<file path="src/rtl/voice_allocator.sv">
// voice_allocator: polyphonic note-to-voice allocator.
// Each accepted note event is scanned against every voice slot, one slot per
// cycle, then applied in a single commit cycle. Voices are ranked by age of
// their last note-on (rank 0 = most recent). A note-on for a note that is
// already sounding retriggers that voice; otherwise the lowest-index free voice
// is used.
// Optional feature macro: VOICE_STEAL_EN. When it is defined, a note-on that
// finds no free voice steals the oldest voice. When it is not defined, that
// note-on is dropped and reported on the dropped output.
module voice_allocator #(
  parameter int NUM_VOICES = 4
) (
  input  logic                    clk,
  input  logic                    rst_n,
  input  logic                    ev_valid,
  output logic                    ev_ready,
  input  logic                    ev_on,
  input  logic [6:0]              ev_note,
  input  logic [6:0]              ev_velocity,
  input  logic                    panic,
  output logic [NUM_VOICES-1:0]   voice_active,
  output logic [7*NUM_VOICES-1:0] voice_note,
  output logic [7*NUM_VOICES-1:0] voice_velocity,
  output logic [NUM_VOICES-1:0]   voice_trigger,
  output logic [NUM_VOICES-1:0]   voice_release,
  output logic                    dropped
);

  localparam int IW = $clog2(NUM_VOICES);
  localparam logic [IW-1:0] LAST_IDX = IW'(NUM_VOICES - 1);

  typedef enum logic [1:0] {
    IDLE   = 2'd0,
    SEARCH = 2'd1,
    COMMIT = 2'd2
  } state_t;

  state_t state_q, state_d;

  // Latched event and scan results
  logic          on_q, on_d;
  logic [6:0]    note_q, note_d;
  logic [6:0]    vel_q, vel_d;
  logic [IW-1:0] idx_q, idx_d;
  logic          match_vld_q, match_vld_d;
  logic [IW-1:0] match_idx_q, match_idx_d;
  logic          free_vld_q, free_vld_d;
  logic [IW-1:0] free_idx_q, free_idx_d;
  logic [IW-1:0] oldest_idx_q, oldest_idx_d;

  // Per-voice state
  logic [NUM_VOICES-1:0] active_q, active_d;
  logic [6:0]            vnote_q [NUM_VOICES];
  logic [6:0]            vnote_d [NUM_VOICES];
  logic [6:0]            vvel_q  [NUM_VOICES];
  logic [6:0]            vvel_d  [NUM_VOICES];
  logic [IW-1:0]         rank_q  [NUM_VOICES];
  logic [IW-1:0]         rank_d  [NUM_VOICES];

  // Output pulses
  logic [NUM_VOICES-1:0] trig_q, trig_d;
  logic [NUM_VOICES-1:0] rel_q, rel_d;
  logic                  drop_q, drop_d;

  // Commit-time decision helpers
  logic          give_on;
  logic [IW-1:0] tgt;

  // Events are only accepted while idle and no panic is in progress
  assign ev_ready = (state_q == IDLE) && !panic;

  // Next-state, scan bookkeeping and commit decisions
  always_comb begin
    state_d      = state_q;
    on_d         = on_q;
    note_d       = note_q;
    vel_d        = vel_q;
    idx_d        = idx_q;
    match_vld_d  = match_vld_q;
    match_idx_d  = match_idx_q;
    free_vld_d   = free_vld_q;
    free_idx_d   = free_idx_q;
    oldest_idx_d = oldest_idx_q;
    active_d     = active_q;
    vnote_d      = vnote_q;
    vvel_d       = vvel_q;
    rank_d       = rank_q;
    trig_d       = '0;
    rel_d        = '0;
    drop_d       = 1'b0;
    give_on      = 1'b0;
    tgt          = '0;

    unique case (state_q)
      IDLE: begin
        if (ev_valid && ev_ready) begin
          // A note-on with zero velocity is a note-off by MIDI convention
          on_d         = ev_on && (ev_velocity != 7'd0);
          note_d       = ev_note;
          vel_d        = ev_velocity;
          idx_d        = '0;
          match_vld_d  = 1'b0;
          match_idx_d  = '0;
          free_vld_d   = 1'b0;
          free_idx_d   = '0;
          oldest_idx_d = '0;
          state_d      = SEARCH;
        end
      end

      SEARCH: begin
        if (active_q[idx_q] && (vnote_q[idx_q] == note_q) && !match_vld_q) begin
          match_vld_d = 1'b1;
          match_idx_d = idx_q;
        end
        if (!active_q[idx_q] && !free_vld_q) begin
          free_vld_d = 1'b1;
          free_idx_d = idx_q;
        end
        if (rank_q[idx_q] == LAST_IDX) begin
          oldest_idx_d = idx_q;
        end
        if (idx_q == LAST_IDX) begin
          state_d = COMMIT;
        end else begin
          idx_d = idx_q + 1'b1;
        end
      end

      COMMIT: begin
        state_d = IDLE;
        if (on_q) begin
          if (match_vld_q) begin
            give_on = 1'b1;
            tgt     = match_idx_q;
          end else if (free_vld_q) begin
            give_on = 1'b1;
            tgt     = free_idx_q;
          end else begin
`ifdef VOICE_STEAL_EN
            // Steal the oldest voice: its old note is released and the new one
            // triggered in the same cycle
            give_on            = 1'b1;
            tgt                = oldest_idx_q;
            rel_d[oldest_idx_q] = 1'b1;
`else
            drop_d = 1'b1;
`endif
          end
        end else if (match_vld_q) begin
          active_d[match_idx_q] = 1'b0;
          rel_d[match_idx_q]    = 1'b1;
        end

        if (give_on) begin
          active_d[tgt] = 1'b1;
          vnote_d[tgt]  = note_q;
          vvel_d[tgt]   = vel_q;
          trig_d[tgt]   = 1'b1;
          // Move the target to the front of the age order; only voices that
          // were younger than it shift back, so ranks stay a permutation
          for (int i = 0; i < NUM_VOICES; i++) begin
            if (rank_q[i] < rank_q[tgt]) begin
              rank_d[i] = rank_q[i] + 1'b1;
            end
          end
          rank_d[tgt] = '0;
        end
      end

      default: begin
        state_d = IDLE;
      end
    endcase

    // Panic overrides everything, including a commit in the same cycle;
    // notes, velocities and ranks are kept
    if (panic) begin
      state_d  = IDLE;
      active_d = '0;
      rel_d    = active_q;
      trig_d   = '0;
      drop_d   = 1'b0;
      vnote_d  = vnote_q;
      vvel_d   = vvel_q;
      rank_d   = rank_q;
    end
  end

  // FSM state, voice state and output pulse registers
  always_ff @(posedge clk) begin
    if (!rst_n) begin
      state_q  <= IDLE;
      active_q <= '0;
      trig_q   <= '0;
      rel_q    <= '0;
      drop_q   <= 1'b0;
      for (int i = 0; i < NUM_VOICES; i++) begin
        vnote_q[i] <= '0;
        vvel_q[i]  <= '0;
        rank_q[i]  <= IW'(i);
      end
    end else begin
      state_q  <= state_d;
      active_q <= active_d;
      trig_q   <= trig_d;
      rel_q    <= rel_d;
      drop_q   <= drop_d;
      vnote_q  <= vnote_d;
      vvel_q   <= vvel_d;
      rank_q   <= rank_d;
    end
  end

  // Latched event and scan results; only meaningful while an event is in flight
  always_ff @(posedge clk) begin
    on_q         <= on_d;
    note_q       <= note_d;
    vel_q        <= vel_d;
    idx_q        <= idx_d;
    match_vld_q  <= match_vld_d;
    match_idx_q  <= match_idx_d;
    free_vld_q   <= free_vld_d;
    free_idx_q   <= free_idx_d;
    oldest_idx_q <= oldest_idx_d;
  end

  // Pack per-voice registers onto the flat output buses
  always_comb begin
    voice_note     = '0;
    voice_velocity = '0;
    for (int i = 0; i < NUM_VOICES; i++) begin
      voice_note[7*i +: 7]     = vnote_q[i];
      voice_velocity[7*i +: 7] = vvel_q[i];
    end
  end

  assign voice_active  = active_q;
  assign voice_trigger = trig_q;
  assign voice_release = rel_q;
  assign dropped       = drop_q;

endmodule
</file>
<file path="config.mk">
export PLATFORM = sky130hd
export DESIGN_NAME = voice_allocator
export DESIGN_NICKNAME = d
export VERILOG_FILES = /design/src/rtl/voice_allocator.sv
export SDC_FILE = /design/constraint.sdc
export NUM_CORES = 1
export LEC_CHECK = 0
export ABC_AREA = 1
export BUFFER_PORTS_ARGS = -buffer_cell sky130_fd_sc_hd__clkbuf_2
export CORE_UTILIZATION = 32
export DETAILED_ROUTE_END_ITERATION = 10
export GPL_ROUTABILITY_DRIVEN = 0
export SKIP_CTS_REPAIR_TIMING = 1
export SLEW_MARGIN = 40
export SYNTH_ARGS = -nofsm -noshare
export SYNTH_HDL_FRONTEND = slang
export SYNTH_SLANG_ARGS = --single-unit
</file>
<file path="constraint.sdc">
create_clock -name clk -period 4.86 [get_ports clk]
set_clock_uncertainty 0.05 [all_clocks]
set_input_delay 0 -clock clk [delete_from_list [all_inputs] [get_ports clk]]
set_output_delay 0 -clock clk [all_outputs]
set_load 0.02 [all_outputs]
</file>
Word-level counts from Yosys, hierarchy flattened
Cells that the tools add are included.

Output and inout bits: 70. Input bits: 19. Register bits: 94. Word-level logic and storage cells: 119.

Bitwise logic cells: 10. Magnitude comparators: 8. Reduce and logical (&&, ||, !) cells: 25. $add $sub $neg: 1. Eq/ne operators: 9. Mux-type cells: 45.

Operators with widths (count): 28-bit bitwise mux (2); 4-bit two-way mux (8); 7-bit two-way mux (3); 2-bit two-way mux (10); 2-bit one-hot mux with 2 select lines (4); 7-bit binary-select mux with 2-bit select (1); 7-bit demux with 2-bit select (1); 3-bit AND reduction (4); 1-bit two-way mux (11); 1-bit logical AND (9); 2-bit by 3-bit less-than comparator with 1-bit output, second input constant (3); 2-bit != test, second input constant (4); 7-bit == test (1); 7-bit nonzero test (1); 3-bit >= comparator, second input constant (2); 2-bit inverter with 3-bit output (2); 1-bit inverter (5); 5-bit OR reduction (1); 4-bit bitwise AND (1); 1-bit demux with 2-bit select (2); 2-bit == test, second input constant (2); 2-bit by 1-bit >= comparator with 1-bit output, second input constant (2); 1-bit logical NOT (4); 4-bit inverter (1); other kinds (12) (14).

Depth between registers and ports, before layout
Depth in word-level cells: 11. Gate-level depth with buffers: 12. Mapped depth without buffers: 11.

Worst setup path before layout
Ideal clock, no wire load.

Path kind: flip-flop to flip-flop. From: register state_q[0]. To: register note_q[0], enable pin. Path buffers: 0. Library setup time: 0.359 ns. Data required time: 4.451 ns. Cell stages (with the launch flop): 4. Path slack: 2.985 ns. Period minus slack after synthesis: 1.875 ns. Arrival: 1.466 ns. Path through: dfxtp_1 nor3_1 nand2_1 inv_1.

Word-level cells in the longest chain between the ends: 4.

RTL lines: from (decl) (RTL line 38) `state_t state_q, state_d;`; from (signal assigned) (RTL line 204) `state_q <= state_d;`; 2-bit logical NOT (RTL line 70) `assign ev_ready = (state_q == IDLE) && !panic;`; 1-bit logical AND (RTL line 70); named net ev_ready (RTL line 16) `output logic ev_ready,`; 1-bit logical AND (RTL line 96) `if (ev_valid && ev_ready) begin`; 2-bit AND reduction (no source line); to (signal assigned) (RTL line 218) `note_q <= note_d;`; to (decl) (RTL line 42) `logic [6:0] note_q, note_d;`.

The timed path passes the listed nets, and every way through them passes these cells. A chain may end at the register's enable or synchronous reset.

Worst setup path in the final report
From: register idx_q[0]. To: register match_vld_q, enable pin.

Word-level cells in the longest chain between the ends: 9. Elaborated cells on any way between the ends: 11. Classes of those cells: eq/ne: 2; mux: 5; bitwise: 1; reduce/logical: 3.

RTL lines: from (decl) (RTL line 44) `logic [IW-1:0] idx_q, idx_d;`; from (signal assigned) (RTL line 220) `idx_q <= idx_d;`; 2-bit inverter with 3-bit output; 7-bit binary-select mux with 2-bit select (RTL line 112) `if (active_q[idx_q] && (vnote_q[idx_q] == note_q) && !match_vld_q) begin`; 7-bit two-way mux (not written as such) (2 in series) (RTL line 112); 7-bit == test (RTL line 112); 1-bit logical AND (*) (2 in series) (RTL line 112); 2-bit != test (no source line) (*); 3-bit AND reduction (no source line) (*); to (signal assigned) (RTL line 221) `match_vld_q <= match_vld_d;`; to (decl) (RTL line 45) `logic match_vld_q, match_vld_d;`.

Every way passes the cells marked *; elsewhere a longest branch is shown, timed or not. The select of a mux whose other input is x is not followed.

==> results.sh <==
export IMPL_cp_data_required_time_ns=4.86
export IMPL_drive_above_1_share_pct=22.8
export IMPL_syn_instance_count=453
export IMPL_hold_slack_ns=-0.00627
export IMPL_final_nets=564
export IMPL_finalSetupViolations=0
export IMPL_vdd_ir_drop_max_mv=0.201
export IMPL_cap_violations=0
export IMPL_syn_nets=473
export IMPL_numClockSinks=94
export IMPL_core_area_um2=11600
export IMPL_ys_seq_area_share_pct=55.0
export IMPL_yosysUniqueCellTypes=31
export IMPL_cts_max_path_buffers=2
export IMPL_routed_wl_um=10700
export IMPL_final_cell_area_um2=4760
export IMPL_synth_edff_count=23
export IMPL_vias=3518
export IMPL_antenna_found_initial=0
export IMPL_drtIter0Drc=208
export IMPL_post_synth_cell_area_avg_um2=8.48
export IMPL_setup_tns_ns=0
export IMPL_dp_cells=661
export IMPL_die_h_um=112
export IMPL_reg2reg_depth=10
export IMPL_ioPinCount=89
export IMPL_grt_max_degree=62
export IMPL_powerDensity_nw_per_um2=337
export IMPL_diodes=0
export IMPL_clockRootBuffer="clkbuf_16"
export IMPL_clk_pin_slew_ns=0.06
export IMPL_grt_ovfl_total=0
export IMPL_power_leakage_nw=2.07
export IMPL_endpoint_kind="register"
export IMPL_hold_viol=1
export IMPL_slew_violations=0
export IMPL_dieArea_um2=12400
export IMPL_start_util_pct=33.2
export IMPL_core_rowCount=39
export IMPL_ant_nets=0
export IMPL_post_route_min_period_ns=2.51
export IMPL_drcViolationCount=4
export IMPL_grt_pass1_vias=3149
export IMPL_synth_main_ff_cell="dfxtp_1"
export IMPL_grt_first_pass_wirelength_um=17000
export IMPL_reg2reg_slack_ns=2.35
export IMPL_synth_commonest_cells="nor2_1 (73), dfxtp_1 (71), nand2_1 (67), o21ai_0 (53), nor3_1 (32)"
export IMPL_io_buffers=88
export IMPL_syn_to_final_growth_pct=24.0
export IMPL_finalNonFillerCells=692
export IMPL_dr_pass1_iters=8
export IMPL_start_kind="register"
export IMPL_relSlewSlack_pct=48.9
export IMPL_finalWorstSetupSlack_ns=2.35
export IMPL_status="finished with violations"
export IMPL_clk_latency_ns=0.35
export IMPL_hold_path_class="in -> reg"
export IMPL_synth_top_cell_area_share_pct=37.0
export IMPL_crit_arrival_ns=2.51
export IMPL_grt_usage_pct=17.6
export IMPL_worst_pin_slew_ns=0.765
export IMPL_rsz0062_at_grt="no"
export IMPL_total_power_mw=1.60
export IMPL_cts_buffers_inserted=9
export IMPL_dpl_cell_area_um2=4310
export IMPL_yosysTopAreaCell="dfxtp_1"
export IMPL_place_ws_ns=2.38
export IMPL_path_max_fanout=19
export IMPL_yosysMostFrequentCell="nor2_1"
export IMPL_dieWidth_um=112
export IMPL_fin_crit_sh_pct=51.6
export IMPL_worstReg2RegEnd="match_vld_q"
export IMPL_rr_startpoint="idx_q[0]"
export IMPL_criticalPathCategory="reg -> reg"
export IMPL_cts_tree="yes"
export IMPL_hpwl_um=7500
export IMPL_finish_utilization_pct=41.2
export IMPL_hold_end="state_q[0]"
export IMPL_synth_area_um2=3840
export IMPL_synth_area_leaders="dfxtp_1 (37%), edfxtp_1 (18%), nor2_1 (7.1%)"
export IMPL_async_flop_share_pct=0
export IMPL_htreeDepth=3
export IMPL_whs_path_depth=3
export IMPL_fmax_mhz=399
export IMPL_worstHoldStart="ev_valid"
export IMPL_ys_warn_count=0
export IMPL_ys_seq_elements=94
export IMPL_violations="design-rule violations, negative hold slack"
export IMPL_via_per_inst=5.08
export IMPL_wl_per_cell_um=15.5
## where the power goes
part | switching, mW | total [mW] | leakage, nW | internal (mW)
registers | 0.0141 | 0.826 | 0.791 | 0.812
clock network | 0.306 | 0.701 | 0.147 | 0.395
logic | 0.0491 | 0.0769 | 1.13 | 0.0278
## metal layers
metal	up-vias	part of all wire [%]	GRT usage (%)	wire [um]
li1	1728	-	-	-
met1	1656	46	23.7	4910
met2	129	47	27.8	5020
met3	5	6.5	4.35	691
met4	0	0.78	5.59	83
met5	-	0	0	0
## worst max path at each step
stage,from,to,cells past startpoint
after global placement,idx_q[0],match_vld_q,10
after floorplan,state_q[0],note_q[0],3
after detailed placement,idx_q[0],free_vld_q,5
final,idx_q[0],match_vld_q,10
after global routing,idx_q[0],match_vld_q,10
after CTS,idx_q[0],match_vld_q,10
## state kept, by name, summed over array words and instances (netlist names)
register / cells
voice_note: 28
vel_q: 7
dropped: 1
state_q: 2
free_idx_q: 2
voice_trigger: 4
voice_active: 4
voice_release: 4
voice_velocity: 28
note_q: 7
on_q: 1
match_idx_q: 2
match_vld_q: 1
free_vld_q: 1
idx_q: 2
## placed cells by master (no fill, tap or decap), drive strengths merged
cell         instances
a21boi               1
a21o                 1
a21oi               11
a31o                 4
a31oi               14
buf                  1
clkbuf              99
clkinv               6
clkinvlp             1
dfxtp               71
dlygate4sd3         15
edfxtp              23
ha                   1
inv                 23
nand2               72
nand3               30
nand3b               1
nand4                2
nor2                78
nor3                32
nor4                 1
o21ai               62
## critical path, cell delays in order, from the launching register on
cell and delay, ns:
edfxtp_1 0.74, clkinv_1 0.59, nand2_1 0.18, nand3_1 0.10, nand2_1 0.10, nand2_1 0.06, nand2_1 0.07, nand2_1 0.06
nor2_1 0.10, nand2_1 0.06, nand2_1 0.11
## kinds of logic (layout without fill, tap and decap cells)
kind of cell    Yosys count  after routing  synth area share, %
compound gates           93             93                 13.2
fa+ha+maj                 1              1                0.326
buf+inv                  49            145                 6.58
flops                    94             94                 55.0
simple gates            216            216                 24.9
## cell type report
| class | instances | area (um^2) |
|---|---|---|
| clock inverter | 5 | 38.8 |
| multi-input combinational | 310 | 1480 |
| timing repair buffer | 104 | 598 |
| clock buffer | 11 | 264 |
| fill | 1164 | 6800 |
| tap | 143 | 179 |
| sequential | 94 | 2110 |
| inverter | 25 | 95.1 |
Note: power is estimated with default switching activity, not from simulation.
